<file path="src/rtl/imem_arb_pkg.sv">
// Shared types and constants for the instruction-memory port arbiter.
// Imported by the arbiter top and its read-return pipe.
package imem_arb_pkg;

  typedef enum logic [1:0] {
    IDLE,
    CLEAR,
    LOAD,
    RUN
  } arb_state_e;

  localparam logic [3:0] BE_ALL = 4'hF;
  localparam int STARVE_MAX_DEF = 8;

  function automatic int starve_w(input int smax);
    return $clog2(smax + 1);
  endfunction

endpackage

</file>
<file path="src/rtl/imem_rd_pipe.sv">
// Fetch return path: rvalid follows grant by RD_LAT cycles.
// rdata tracks the memory output while valid and holds otherwise.
module imem_rd_pipe #(
  parameter int RD_LAT = 1
) (
  input  logic        clk,
  input  logic        rst,
  input  logic        i_gnt,
  input  logic [31:0] i_doutb,
  output logic        o_rvalid,
  output logic [31:0] o_rdata
);

  logic        r_vld;
  logic [31:0] r_hold;
  logic        w_vld;

  assign w_vld = !rst &&
    ((RD_LAT == 0) ? i_gnt : r_vld);

  always_ff @(posedge clk) begin
    if (rst) begin
      r_vld  <= 1'b0;
      r_hold <= '0;
    end else begin
      r_vld <= i_gnt;
      if (w_vld)
        r_hold <= i_doutb;
    end
  end

  assign o_rvalid = w_vld;
  // A grant's data is live on doutb in its rvalid cycle
  assign o_rdata  = rst   ? '0 :
                    w_vld ? i_doutb : r_hold;

endmodule

</file>
<file path="src/rtl/imem_port_arb.sv">
// Sequences the single imem port between host loader and core fetch.
// IDLE/CLEAR/LOAD/RUN, with a starvation guard for host patches in RUN.
module imem_port_arb
  import imem_arb_pkg::*;
#(
  parameter int ADDR_W     = 12,
  parameter int DEPTH      = 1024,
  parameter int RD_LAT     = 1,
  parameter int STARVE_MAX = STARVE_MAX_DEF
) (
  input  logic              clk,
  input  logic              rst,
  input  logic              host_clr,
  input  logic              host_run,
  input  logic              host_wr_valid,
  output logic              host_wr_ready,
  input  logic [ADDR_W-1:0] host_wr_addr,
  input  logic [31:0]       host_wr_data,
  input  logic [3:0]        host_wr_be,
  input  logic              core_req,
  input  logic [ADDR_W-1:0] core_addr,
  output logic              core_gnt,
  output logic              core_rvalid,
  output logic [31:0]       core_rdata,
  output logic              busy,
  output logic              mem_ena,
  output logic [3:0]        mem_wea,
  output logic [ADDR_W-1:0] mem_addra,
  output logic [31:0]       mem_dina,
  input  logic [31:0]       mem_doutb
);

  localparam int IDX_W = $clog2(DEPTH);
  localparam int SW    = starve_w(STARVE_MAX);

  arb_state_e       r_state;
  arb_state_e       w_state_nxt;
  logic [IDX_W-1:0] r_clr_cnt;
  logic [IDX_W-1:0] w_clr_nxt;
  logic [SW-1:0]    r_starve;
  logic [SW-1:0]    w_starve_nxt;
  logic             w_force;
  logic [ADDR_W-1:0] w_host_a;
  logic [ADDR_W-1:0] w_core_a;

  assign w_host_a = ADDR_W'(host_wr_addr[IDX_W-1:0]);
  assign w_core_a = ADDR_W'(core_addr[IDX_W-1:0]);
  assign w_force  = host_wr_valid &&
                    (r_starve == SW'(STARVE_MAX));

  always_ff @(posedge clk) begin
    if (rst) begin
      r_state   <= IDLE;
      r_clr_cnt <= '0;
      r_starve  <= '0;
    end else begin
      r_state   <= w_state_nxt;
      r_clr_cnt <= w_clr_nxt;
      r_starve  <= w_starve_nxt;
    end
  end

  always_comb begin
    w_state_nxt   = r_state;
    w_clr_nxt     = '0;
    w_starve_nxt  = '0;
    host_wr_ready = 1'b0;
    core_gnt      = 1'b0;
    busy          = 1'b0;
    mem_ena       = 1'b0;
    mem_wea       = '0;
    mem_addra     = '0;
    mem_dina      = '0;
    // Outputs stay quiet while rst is held, whatever the state
    if (!rst) begin
      unique case (r_state)
        IDLE: begin
          if (host_clr) begin
            w_state_nxt = CLEAR;
          end else if (host_wr_valid) begin
            host_wr_ready = 1'b1;
            mem_ena       = 1'b1;
            mem_wea       = host_wr_be;
            mem_addra     = w_host_a;
            mem_dina      = host_wr_data;
            w_state_nxt   = LOAD;
          end else if (host_run) begin
            w_state_nxt = RUN;
          end
        end
        CLEAR: begin
          busy      = 1'b1;
          mem_ena   = 1'b1;
          mem_wea   = BE_ALL;
          mem_addra = ADDR_W'(r_clr_cnt);
          if (r_clr_cnt == IDX_W'(DEPTH - 1))
            w_state_nxt = LOAD;
          else
            w_clr_nxt = r_clr_cnt + 1'b1;
        end
        LOAD: begin
          host_wr_ready = 1'b1;
          if (host_wr_valid) begin
            mem_ena   = 1'b1;
            mem_wea   = host_wr_be;
            mem_addra = w_host_a;
            mem_dina  = host_wr_data;
          end
          if (host_clr)
            w_state_nxt = CLEAR;
          else if (host_run)
            w_state_nxt = RUN;
        end
        RUN: begin
          priority case (1'b1)
            (core_req && !w_force): begin
              core_gnt  = 1'b1;
              mem_ena   = 1'b1;
              mem_addra = w_core_a;
            end
            host_wr_valid: begin
              host_wr_ready = 1'b1;
              mem_ena       = 1'b1;
              mem_wea       = host_wr_be;
              mem_addra     = w_host_a;
              mem_dina      = host_wr_data;
            end
            default: ;
          endcase
          if (host_wr_valid && !host_wr_ready)
            w_starve_nxt = r_starve + 1'b1;
          // In-flight read still returns via the pipe in LOAD
          if (!host_run)
            w_state_nxt = LOAD;
        end
      endcase
    end
  end

  imem_rd_pipe #(
    .RD_LAT(RD_LAT)
  ) u_rd_pipe (
    .clk     (clk),
    .rst     (rst),
    .i_gnt   (core_gnt),
    .i_doutb (mem_doutb),
    .o_rvalid(core_rvalid),
    .o_rdata (core_rdata)
  );

endmodule
</file>
<file path="config.mk">
export PLATFORM = sky130hd
export DESIGN_NAME = imem_port_arb
export DESIGN_NICKNAME = d
export VERILOG_FILES = /design/src/rtl/imem_arb_pkg.sv /design/src/rtl/imem_rd_pipe.sv /design/src/rtl/imem_port_arb.sv
export SDC_FILE = /design/constraint.sdc
export NUM_CORES = 1
export LEC_CHECK = 0
export ABC_CLOCK_PERIOD_IN_PS = 2650
export CAP_MARGIN = 0
export CORE_UTILIZATION = 30
export DETAILED_ROUTE_END_ITERATION = 8
export PLACE_DENSITY = 0.72
export SLEW_MARGIN = 20
export SYNTH_ARGS = -nofsm -noshare
export SYNTH_HDL_FRONTEND = slang
export SYNTH_SLANG_ARGS = --single-unit
</file>
<file path="constraint.sdc">
create_clock -name clk -period 2.65 [get_ports clk]
set_input_delay 0.3975 -clock clk [delete_from_list [all_inputs] [get_ports clk]]
set_output_delay 0.3975 -clock clk [all_outputs]
set_load 0.02 [all_outputs]
</file>
* Word-level counts from Yosys, hierarchy flattened *
Index checks and enable logic that the tools add are counted.

cells by class
  add/sub/neg operators = 2
  equal/unequal tests = 7
  multiplexer cells = 39
  bitwise operators = 3
  reductions and logical operators = 11

operators with widths
  cell                                           number
  2-to-1 mux 32 bit                              6
  case mux 32 bit (3 select lines)               1
  case mux 12 bit (4 select lines)               1
  2-to-1 mux 12 bit                              2
  2-to-1 mux 10 bit                              2
  2-to-1 mux 4 bit                               4
  case mux 4 bit (4 select lines)                1
  2-to-1 mux 1 bit                               13
  2-to-1 mux 2 bit                               6
  adder 10 x 1 -> 10 bit, second input constant  1
  == test 10 bit, second input constant          1
  case mux 2 bit (4 select lines)                1
  OR reduction 3 bit                             2
  adder 4 x 1 -> 4 bit, second input constant    1
  == test 2 bit, second input constant           2
  == test 4 bit, second input constant           1
  logical AND 1 bit                              4
  inequality test 2 bit, second input constant   2
  case mux 1 bit (4 select lines)                1
  zero test 1 bit                                3
  NOT 1 bit                                      3
  case mux 1 bit (3 select lines)                1
  == test 2 x 1 -> 1 bit, second input constant  1
  zero test 2 bit                                1
  AND reduction 2 bit                            1

storage, ports and cells
  register bits after elaboration = 49
  input bits = 98
  output and inout bits = 85
  word-level logic and storage cells = 67

* Logic depth before layout (Yosys ltp) *
Gate-level depths: netlist (run 1).

  depth in word-level cells = 11
  depth in mapped cells = 7
  depth with buffers taken out = 6

* By module *
From an unflattened synthesis (run 1), not the netlist that was laid out.

second synthesis, totals
  cell total of the unflattened synthesis = 275
  area total of the unflattened synthesis = 2494.9 um^2

modules (own cells, without submodules)
  module         times used  cells an instance  area an instance (um^2)  sequential area each (um^2)
  imem_port_arb  1           168                1292.5                   320.3
  imem_rd_pipe   1           107                1202.4                   660.6

* Worst setup path after synthesis (run 1) *
OpenSTA, ideal clock, no wires.

  path kind = flip-flop to output port
  start = register r_starve[0]
  end = output mem_addra[9]
  arrival time = 1699 ps
  required time = 2253 ps
  setup slack = 553 ps
  stages on the path, launching flop included = 8
  path buffers = 1
  cell sequence = dfxtp_1 inv_1 ha_1 and4b_4 a21o_4 o211a_4 buf_6 a221o_1

on the way
  longest elaborated chain between the ends = 7

ends and longest elaborated chain
  item                              line                  source
  start, declared                   imem_port_arb.sv:40   logic [SW-1:0] r_starve;
  start signal, assigned            imem_port_arb.sv:59   r_starve <= w_starve_nxt;
  == test 4 bit                     imem_port_arb.sv:49   (r_starve == SW'(STARVE_MAX));
  logical AND 1 bit                 imem_port_arb.sv:48   assign w_force = host_wr_valid &&
  zero test 1 bit                   imem_port_arb.sv:116  (core_req && !w_force): begin
  logical AND 1 bit                 imem_port_arb.sv:116
  2-to-1 mux 12 bit                 imem_port_arb.sv:115  priority case (1'b1)
  case mux 12 bit (4 select lines)  imem_port_arb.sv:76   unique case (r_state)
  2-to-1 mux 12 bit                 imem_port_arb.sv:75   if (!rst) begin
  end, declared                     imem_port_arb.sv:28   output logic [ADDR_W-1:0] mem_addra,

No other way between the ends.

* Final worst setup path (run 1) *
Same ends and word-level chain as after synthesis.

==> reports/qor.yml, run 1 <==
outcome:
  status: "finished clean"
grt:
  grt_pass1_vias: 2616
  grt.busiest_layer: "met2"
  grt_overflow_total: 0
  grt_first_pass_wirelength_um: 11600
  gr-usage-met2: 0.327
  met3_usage: 0.0608
  grt_start_max_net_pins: 34
  grt_antenna_before_repair: 0
  grt_usage: 0.171
  grtUsageMet1: 0.176
clock_tree:
  ctsHtreeMaxLevel: 2
  clk_pin_slew_ns: 0.08
  clk_latency_ns: 0.30
  cts_num_sinks: 49
  max-clock-path-buffers: 2
  numCtsBuffers: 5
  root_buffer: "clkbuf_8"
  cts_tree: "yes"
floorplan:
  coreArea_um2: 7810
  die_area_um2: 8530
  initial_utilization: 0.314
  placementRows: 32
  die_y_um: 92.3
  die_w_um: 92.3
  ios: 183
layout:
  layout.nets: 569
  layoutNonFillerInstCount: 571
  diodes: 0
  drive_above_1_share: 0.0789
  final_util: 0.573
  stdcell_area_um2: 4470
  fillers: 744
  syn2layout_area_growth_pct: 82.6
  layout_common_cells: "clkdlybuf4s50_1 (127), nor2_1 (61), dfxtp_1 (46), dlygate4sd2_1 (43), and2_1 (35)"
  final_common_cell: "clkdlybuf4s50_1"
logic_synthesis:
  synthDistinctLibCells: 39
  yosysTopAreaCell: "dfxtp_1"
  syn_area_um2: 2450
  yosysWarningCount: 0
  yosysSeqAreaShare: 0.401
  ys_ff_latch: 49
  avgSynthCellArea_um2: 8.62
  syn_inst: 284
  synthTopCellsByArea: "dfxtp_1 (40%), mux2i_1 (13%), nor2_1 (9.4%)"
  yosysTopAreaCellShare: 0.401
power:
  ir_drop_uv: 221
  power.total_mw: 1.74
  power.share.clock: 0.274
  swShare: 0.275
  leakagePower_nw: 1.94
  combPwrFrac: 0.288
  p_int_mw: 1.26
  p_per_area_nw_per_um2: 389
  seq_power_share: 0.438
  switching_power_uw: 478
route:
  dr.pass1.iters: 5
  wl_um: 7660
  dr.first_iter.drc_count: 50
  routed_via_density: 4.62
  ant_nets: 0
  dr_total_vias: 2639
  drt_drc_violations_left: 0
  wire_per_inst_um: 13.4
setup_path:
  r2r_cells: 5
  crit_path_cell_trace: "inv_1 > ha_1 > and4b_4 > a21o_4 > o211a_4 > a221o_1 > clkdlybuf4s15_1"
  required_ns: 2.25
  critical_path.max_fanout: 10
  r2r-start: "r_clr_cnt[0]"
  crit_buf_inv: 2
  arrival_ns: 2.17
  r2r_slack_ns: 0.91
  end_kind: "primary output"
  reg2reg_to: "r_state[0]"
  cp-start-kind: "register"
  cp_top_family: "compound AO/OA/AOI/OAI gates"
  critPathKind: "reg2out"
  slowest_delay_ns: 0.36
  cp_slowest_cell: "dfxtp_2"
  cp_num_cells: 7
timing:
  worst_slew_pin_slew_ns: 0.565
  slew_viol_final: 0
  hold_violations: 0
  rsz0062_at_grt: "no"
  fmax_mhz: 390
  period_share: 0.968
  skew_ns: 0.00824
  holdWs_ns: 0.437
  setup_viol: 0
  min_period_ns: 2.56
  slew_headroom: 0.621
hold_path:
  min_path_cells: 1
  hp-class: "reg2reg"
  hold_end: "r_starve[0]"
  hp-start: "r_starve[0]"
place:
  dp_hpwl_um: 6070
  dp_cells: 562
  portBuffers: 176
  gp_congestion: 0.775
  placed_area_um2: 4400
run:
  drv_cap: 0
## sequential cells by signal, indices dropped and copies added, names as in the netlist
name,flops
r_state,2
u_rd_pipe.r_vld,1
r_starve,4
u_rd_pipe.r_hold,32
r_clr_cnt,10
## per-layer routing
metal | vias to the layer above | wire (um)
li1 | 1317 | -
met2 | 111 | 4040
met1 | 1205 | 2870
met5 | - | 0
met3 | 6 | 685
met4 | 0 | 66
## power by group through the flow
stage          sequential, mW  clock, mW  combinational [mW]
5_1_grt                 0.764      0.526               0.540
3_3_place_gp            0.778          0               0.521
3_5_place_dp            0.778          0               0.527
4_1_cts                 0.761      0.501               0.498
2_1_floorplan           0.776          0               0.230
6_report                0.761      0.476               0.500
## cell families (layout without fill, tap and decap cells)
| kind of cell | count (synthesis) | in the layout | share of synthesized area |
|---|---|---|---|
| AO/OA/AOI/OAI | 37 | 38 | 0.119 |
| XOR/XNOR | 9 | 9 | 0.0322 |
| adder cells (fa/ha/maj) | 3 | 3 | 0.0153 |
| buffers and inverters | 25 | 208 | 0.0475 |
| flip-flops | 49 | 49 | 0.401 |
| multiplexers | 32 | 32 | 0.131 |
| other | 1 | 2 | 0.00153 |
| AND/OR/NAND/NOR | 128 | 128 | 0.253 |
## cells in the mapped netlist (all sizes together)
cell,instances
a211oi,2
a21o,8
a21oi,5
a221o,1
a22o,7
a2bb2oi,1
a311oi,2
a31oi,2
and2,35
and3,3
and4,1
and4b,1
buf,10
clkbuf,9
conb,1
dfxtp,49
ha,3
inv,6
mux2i,32
nand2,13
nand3,4
nor2,61
nor2b,4
nor3,3
nor3b,1
nor4,2
o211a,2
o21ai,4
o21ba,1
o31ai,2
xnor2,3
xor2,6
## worst reg2reg max path, cell delays in order, from the launching register on
cell     delay [ns]
dfxtp_1        0.40
ha_1           0.23
and3_1         0.23
nand2_1        0.09
o21ai_1        0.46
o21ai_0        0.18
## metrics by stage
stage	TNS, ns	setup WS [ns]
6_report	0	0.0854
4_1_cts	0	0.000688
3_3_place_gp	-5.78	-0.205
3_5_place_dp	-6.21	-0.199
2_1_floorplan	0	0.553
5_1_grt	0	0.00208
## repair_timing
item / 4_1_cts / 5_1_grt
endpoints found under the setup margin: 47 / 27
pin swaps: 0 / 0
setup buffers: 0 / 0
hold buffers: 0 / 0
gates cloned: 0 / 1
gates resized for setup: 49 / 8
## how the worst max path moves through the flow
stage	startpoint	end	slack [ns]
4_1_cts	r_starve[0]	mem_addra[9]	0.0007
6_report	r_starve[0]	mem_addra[9]	0.09
5_1_grt	r_starve[0]	mem_addra[8]	0.002
3_5_place_dp	host_wr_valid	mem_dina[17]	-0.20
2_1_floorplan	r_starve[0]	mem_addra[9]	0.55
3_3_place_gp	host_wr_valid	mem_addra[7]	-0.20
## final cells by class
cell class	instances	area (um2)	share of cell area
clock buffers	7	96.3	0.0216
clock inverters	1	5.00	0.00112
inverters	6	22.5	0.00504
multi-input cells	212	1380	0.308
flip-flops and latches	49	985	0.220
well taps	102	128	0.0285
repair buffers	194	1860	0.416
Power figures use the tool's default switching activity.
==> inputs of run 2 (changes only) <==
- CAP_MARGIN: 0 -> 25
==> results of run 2 <==
Final layout, timing and power as in run 1 (identical DEF).
==> RTL edit 1: new RTL, settings of run 2 <==
Make the reset (`rst`) asynchronous in 2 clocked blocks.
--- a/src/rtl/imem_rd_pipe.sv
+++ b/src/rtl/imem_rd_pipe.sv
@@ -18,7 +18,7 @@
   assign w_vld = !rst &&
     ((RD_LAT == 0) ? i_gnt : r_vld);
 
-  always_ff @(posedge clk) begin
+  always_ff @(posedge clk or posedge rst) begin
     if (rst) begin
       r_vld  <= 1'b0;
       r_hold <= '0;
--- a/src/rtl/imem_port_arb.sv
+++ b/src/rtl/imem_port_arb.sv
@@ -48,7 +48,7 @@
   assign w_force  = host_wr_valid &&
                     (r_starve == SW'(STARVE_MAX));
 
-  always_ff @(posedge clk) begin
+  always_ff @(posedge clk or posedge rst) begin
     if (rst) begin
       r_state   <= IDLE;
       r_clr_cnt <= '0;
Formal check against the unedited RTL: no difference found for any inputs over 10 cycles, from zero or initial values and one cycle with rst high; that may be too few to reach the edited logic, so the function may still have changed.
==> RTL edit 1 against run 2 <==
  * First-iteration DRC count down 10%
  * Wire length down 1.1%
  * Area after synthesis up 17%
  * Sequential cell count unchanged
  * Sequential share of layout area up 3.4 points
  * Cell area up 7.7%
  * Setup slack better by 37 ps
  * Largest cell class unchanged
  * Fmax up 1.4%
  * Die area up 17%
  * Global-route usage down 1.9 points
  * Critical endpoint unchanged
Power is not compared: it rests on default switching activity, and its combinational part moved more than twofold at a synthesized area within 25%.
==> RTL edit 1: results (changes against run 2) <==
Parameter                              Value

GRT
  Global routing usage summed across all routing layers    15.18% (was 17.09%)
  Wire length of the first global-routing pass    12.11 mm (was 11.64 mm)
  Largest net degree at the start of global routing    61 (was 34)
  Met2 usage in global routing    28.54% (was 32.65%)
  Via count of the first global-routing pass    2733 (was 2616)

Place
  Post-place setup slack    -238.1 ps (was -199.5 ps)
  Number of buffer cells added on primary ports    176 (unchanged)
  DPL Wire Length    6.008 mm (was 6.065 mm)

Routing
  DR pass1 iterations    4 (was 5)
  Number of DRC markers in iteration 0    45 (was 50)
  Wire length reported by the detailed router    7.577 mm (was 7.664 mm)
  Met1 Routed Length    3.059 mm (was 2.873 mm)
  Met3 routed wirelength    575 µm (was 685 µm)
  Detail Route met2 WL    3.876 mm (was 4.038 mm)

STA
  Remaining max-slew budget at the tightest pin    65.11% (was 62.08%)
  Setup skew after layout    5.031 ps (was 8.242 ps)

Clock network
  TritonCTS Buffers    5 (unchanged)

Final layout
  Number of filler instances in the final layout    869 (was 744)
  Share of layout cells above drive strength 1    13.43% (was 7.889%)
  Total Nets Final    570 (was 569)

Logic synthesis
  Netlist cell types    43 (was 39)
  Leading post-synthesis cells by instance count    and2_1, dfrtp_1, mux2_2, nand2_1, nor2_1 (was nor2_1, dfxtp_1, and2_1, mux2i_1, nand2_1)
  Top cells by area, synth    dfrtp_1, and2_1, mux2_2 (was dfxtp_1, mux2i_1, nor2_1)
  Fraction of the yosys area taken by sequential cells    42.78% (was 40.06%)
  Post-synth ARST share    100.0% (was 0%)
  Primary flip-flop cell chosen by synthesis mapping    dfrtp_1 (was dfxtp_1)

Worst setup path
  Crit path max-delay family    buffers and inverters (was compound AO/OA/AOI/OAI gates)
  Slowest-stage cell, CP    dfrtp_1 (was dfxtp_2)
  Critical Path Max Stage Delay    430 ps (was 360 ps)
  Worst endpoint data arrival time    2130 ps (was 2170 ps)
  Maximum net fanout on the critical path    42 (was 10)

Run status
  Run status    complete, no violations (unchanged)
[RTL edit 1: cell count changes after synthesis, moves of 4 or more]
cell | run 2 | this run
a22oi_1 | 0 | 6
mux2_2 | 0 | 32
and2_1 | 35 | 64
o21ai_0 | 3 | 7
dfxtp_1 | 49 | 0
a22o_1 | 7 | 0
mux2i_1 | 32 | 4
o21a_1 | 0 | 4
a21o_1 | 7 | 0
dfrtp_1 | 0 | 49
clkbuf_1 | 9 | 3
buf_6 | 1 | 7
nand2_1 | 12 | 22
nor2_1 | 61 | 20
[RTL edit 1: repair_timing]
item,in CTS,in global routing
endpoints found under the setup margin,80,47
hold buffers,0,0
endpoints found under the hold margin,0,0
pin swaps,0,0
resized for setup,80,10
[RTL edit 1: stage by stage]
| step | hold WS, ps | area, µm² | setup TNS (ps) | instances |
|---|---|---|---|---|
| 2_1_floorplan | 451.3 | 2872 | 0 | 288 |
| 3_3_place_gp | 473.9 | 4820 | -9946 | 591 |
| 3_5_place_dp | 480.4 | 4820 | -10560 | 591 |
| 4_1_cts | 501.4 | 4810 | 0 | 598 |
| 5_1_grt | 510.4 | 4816 | 0 | 598 |
| 6_report | 494.8 | 4816 | 0 | 598 |
[RTL edit 1: worst paths after layout]
kind                                                     start  slack (ps)                             end
max in group asynchronous                                  rst        1730  u_rd_pipe.r_hold[19]$_DFF_PP0_
worst min-delay path            u_rd_pipe.r_hold[19]$_DFF_PP0_         490  u_rd_pipe.r_hold[19]$_DFF_PP0_
worst max register to register          r_clr_cnt[0]$_DFF_PP0_        1000          r_clr_cnt[9]$_DFF_PP0_
min in group asynchronous                                  rst         700          r_state[1]$_DFFE_PP0P_
worst max-delay path                     r_starve[0]$_DFF_PP0_         120                    mem_addra[9]
worst min register to register  u_rd_pipe.r_hold[19]$_DFF_PP0_         490  u_rd_pipe.r_hold[19]$_DFF_PP0_
[RTL edit 1: cells by family (layout without fill, tap and decap cells)]
kind of cell               Yosys count  after routing  share of synthesized area, %
AOI/OAI and AO/OA                   34             34                         8.032
xor gates and xnor gates            10             10                         3.055
adders and majority gates            3              3                         1.310
buffers and inverters               25            206                         5.631
DFF                                 49             49                         42.78
muxes                               36             36                         13.97
other                                1              2                        0.1308
and+or+nand+nor                    129            129                         25.10
[RTL edit 1: where the power goes]
part / internal [mW] / switching, mW / leakage [nW]
clock: 0.207 / 0.235 / 0.0433
sequential: 1.01 / 0.125 / 0.615
combinational: 0.811 / 0.814 / 1.68
[RTL edit 1: cell type report]
cell class | instances | area [µm²] | area share (%)
repair buffers | 191 | 1810 | 37.59
multi-input cells | 214 | 1498 | 31.10
flip-flops and latches | 49 | 1226 | 25.46
well taps | 129 | 161.4 | 3.352
clock buffers | 6 | 82.58 | 1.715
inverters | 8 | 30.03 | 0.6235
clock inverters | 1 | 7.507 | 0.1559
==> RTL edit 2: new RTL, settings of run 2 <==
Without the edit above. Set the parameter `ADDR_W` to 11 (it was 12).
--- a/src/rtl/imem_port_arb.sv
+++ b/src/rtl/imem_port_arb.sv
@@ -3,7 +3,7 @@
 module imem_port_arb
   import imem_arb_pkg::*;
 #(
-  parameter int ADDR_W     = 12,
+  parameter int ADDR_W     = 11,
   parameter int DEPTH      = 1024,
   parameter int RD_LAT     = 1,
   parameter int STARVE_MAX = STARVE_MAX_DEF
Ports: changed (resized core_addr, host_wr_addr and mem_addra); port bits go from 183 to 180. No check against the original RTL was run, so the function may have changed too.
==> RTL edit 2 against run 2 <==
  * Final cell count increased by 0.53%
  * Sequential cell count unchanged
  * Sequential power about the same
  * Total power increased by 4.3%
  * Area after synthesis decreased by 0.31%
  * Wire length decreased by 6.3%
  * Clock power increased by 16%
  * Setup slack improved by 26 ps
  * Global-route usage about the same
  * Cell area increased by 0.76%
  * Register-to-register slack improved by 20 ps
  * Utilization increased by 0.43 points
  * Synthesized cell count decreased by 0.35%
  * Largest power group unchanged
==> RTL edit 2: results (changes against run 2) <==
Parameter                              Value

Power
  Overall power after layout    1.812 mW (was 1.737 mW)
  Clk pwr share    30.5% (was 27.4%)
  Part of the total power dissipated in sequential elements    42.1% (was 43.8%)
  Total leakage power    1.985 nW (was 1.942 nW)

Clock network
  Gates resized, CTS repair    44 (was 49)

Routing
  Met3 routed wirelength    594 µm (was 685 µm)
  Detail Route met2 WL    3.609 mm (was 4.038 mm)
  Post-detailed-route via-to-cell ratio    4.470 (was 4.622)
  Met1 Routed Length    2.909 mm (was 2.873 mm)
  DR pass1 iterations    4 (was 5)
  Wire length per cell    12.51 µm (was 13.42 µm)

Logic synthesis
  Top cells by area, synth    dfxtp_1, mux2i_1, nor2_1 (unchanged)
  Synthesized netlist cell count    283 (was 284)
  Fraction of the yosys area taken by sequential cells    40.18% (was 40.06%)

GRT
  Global routing met3 resource utilization    5.804% (was 6.076%)
  Met2 usage in global routing    32.28% (was 32.65%)
  Wire length of the first global-routing pass    11.66 mm (was 11.64 mm)
  Global-route track usage on met1    17.99% (was 17.58%)
  Initial antenna violation count    0 (unchanged)

Place
  DPL Wire Length    5.757 mm (was 6.065 mm)
  Post-place setup slack    -179.8 ps (was -199.5 ps)
  Placed cell count    564 (was 562)
  Area after DPL    0.004422 mm² (was 0.004403 mm²)

STA
  Setup skew after layout    8.317 ps (was 8.242 ps)

Worst setup path
  Worst endpoint data arrival time    2140 ps (was 2170 ps)
  Crit path max-delay family    buffers and inverters (was compound AO/OA/AOI/OAI gates)

Final layout
  Share of layout cells above drive strength 1    9.746% (was 7.889%)
  Number of filler instances in the final layout    722 (was 744)

Run status
  Run status    complete, no violations (unchanged)
RTL edit 2: changes by cell type in the layout (fill, tap and decap cells not counted), sizes merged, moves of 4 or more:
cell,run 2,this run
dlymetal6s2s,1,6
dlygate4sd2,43,27
clkbuf,7,13
clkdlybuf4s15,5,9
buf,18,23
RTL edit 2: area by class of cell:
type | instances | area, µm² | area share, %
sequential | 49 | 983.4 | 21.83
timing repair buffer | 199 | 1893 | 42.03
multi-input combinational | 210 | 1358 | 30.14
tap | 102 | 127.6 | 2.833
inverter | 6 | 22.52 | 0.5000
clock inverter | 2 | 37.54 | 0.8333
clock buffer | 6 | 82.58 | 1.833
RTL edit 2: final timing paths:
kind                           startpoint                 endpoint  slack, ps  depth (start not counted)
setup / recovery   r_starve[0]$_SDFF_PP0_             mem_dina[11]        110                          8
hold / removal     r_starve[0]$_SDFF_PP0_   r_starve[0]$_SDFF_PP0_        440                          1
setup reg to reg  r_clr_cnt[0]$_SDFF_PP0_  r_state[0]$_SDFFE_PP0P_        930                          5
hold reg to reg    r_starve[0]$_SDFF_PP0_   r_starve[0]$_SDFF_PP0_        440                          1
RTL edit 2: worst reg2reg max path, delay by kind of cell (launching register included):
family | cells | cell delay (ps)
flip-flops | 1 | 390
adder cells (fa/ha/maj) | 1 | 230
AO/OA/AOI/OAI | 2 | 640
AND/OR/NAND/NOR | 2 | 320
RTL edit 2: logic make-up (layout without fill, tap and decap cells):
kind of cell / Yosys count / in the layout / share of synthesized area, %
AOI/OAI and AO/OA: 37 / 37 / 11.89
xor gates and xnor gates: 9 / 9 / 3.229
adders and majority gates: 3 / 3 / 1.538
buffers and inverters: 24 / 213 / 4.459
DFF: 49 / 49 / 40.18
muxes: 32 / 32 / 13.12
other: 1 / 1 / 0.1536
and+or+nand+nor: 128 / 128 / 25.42
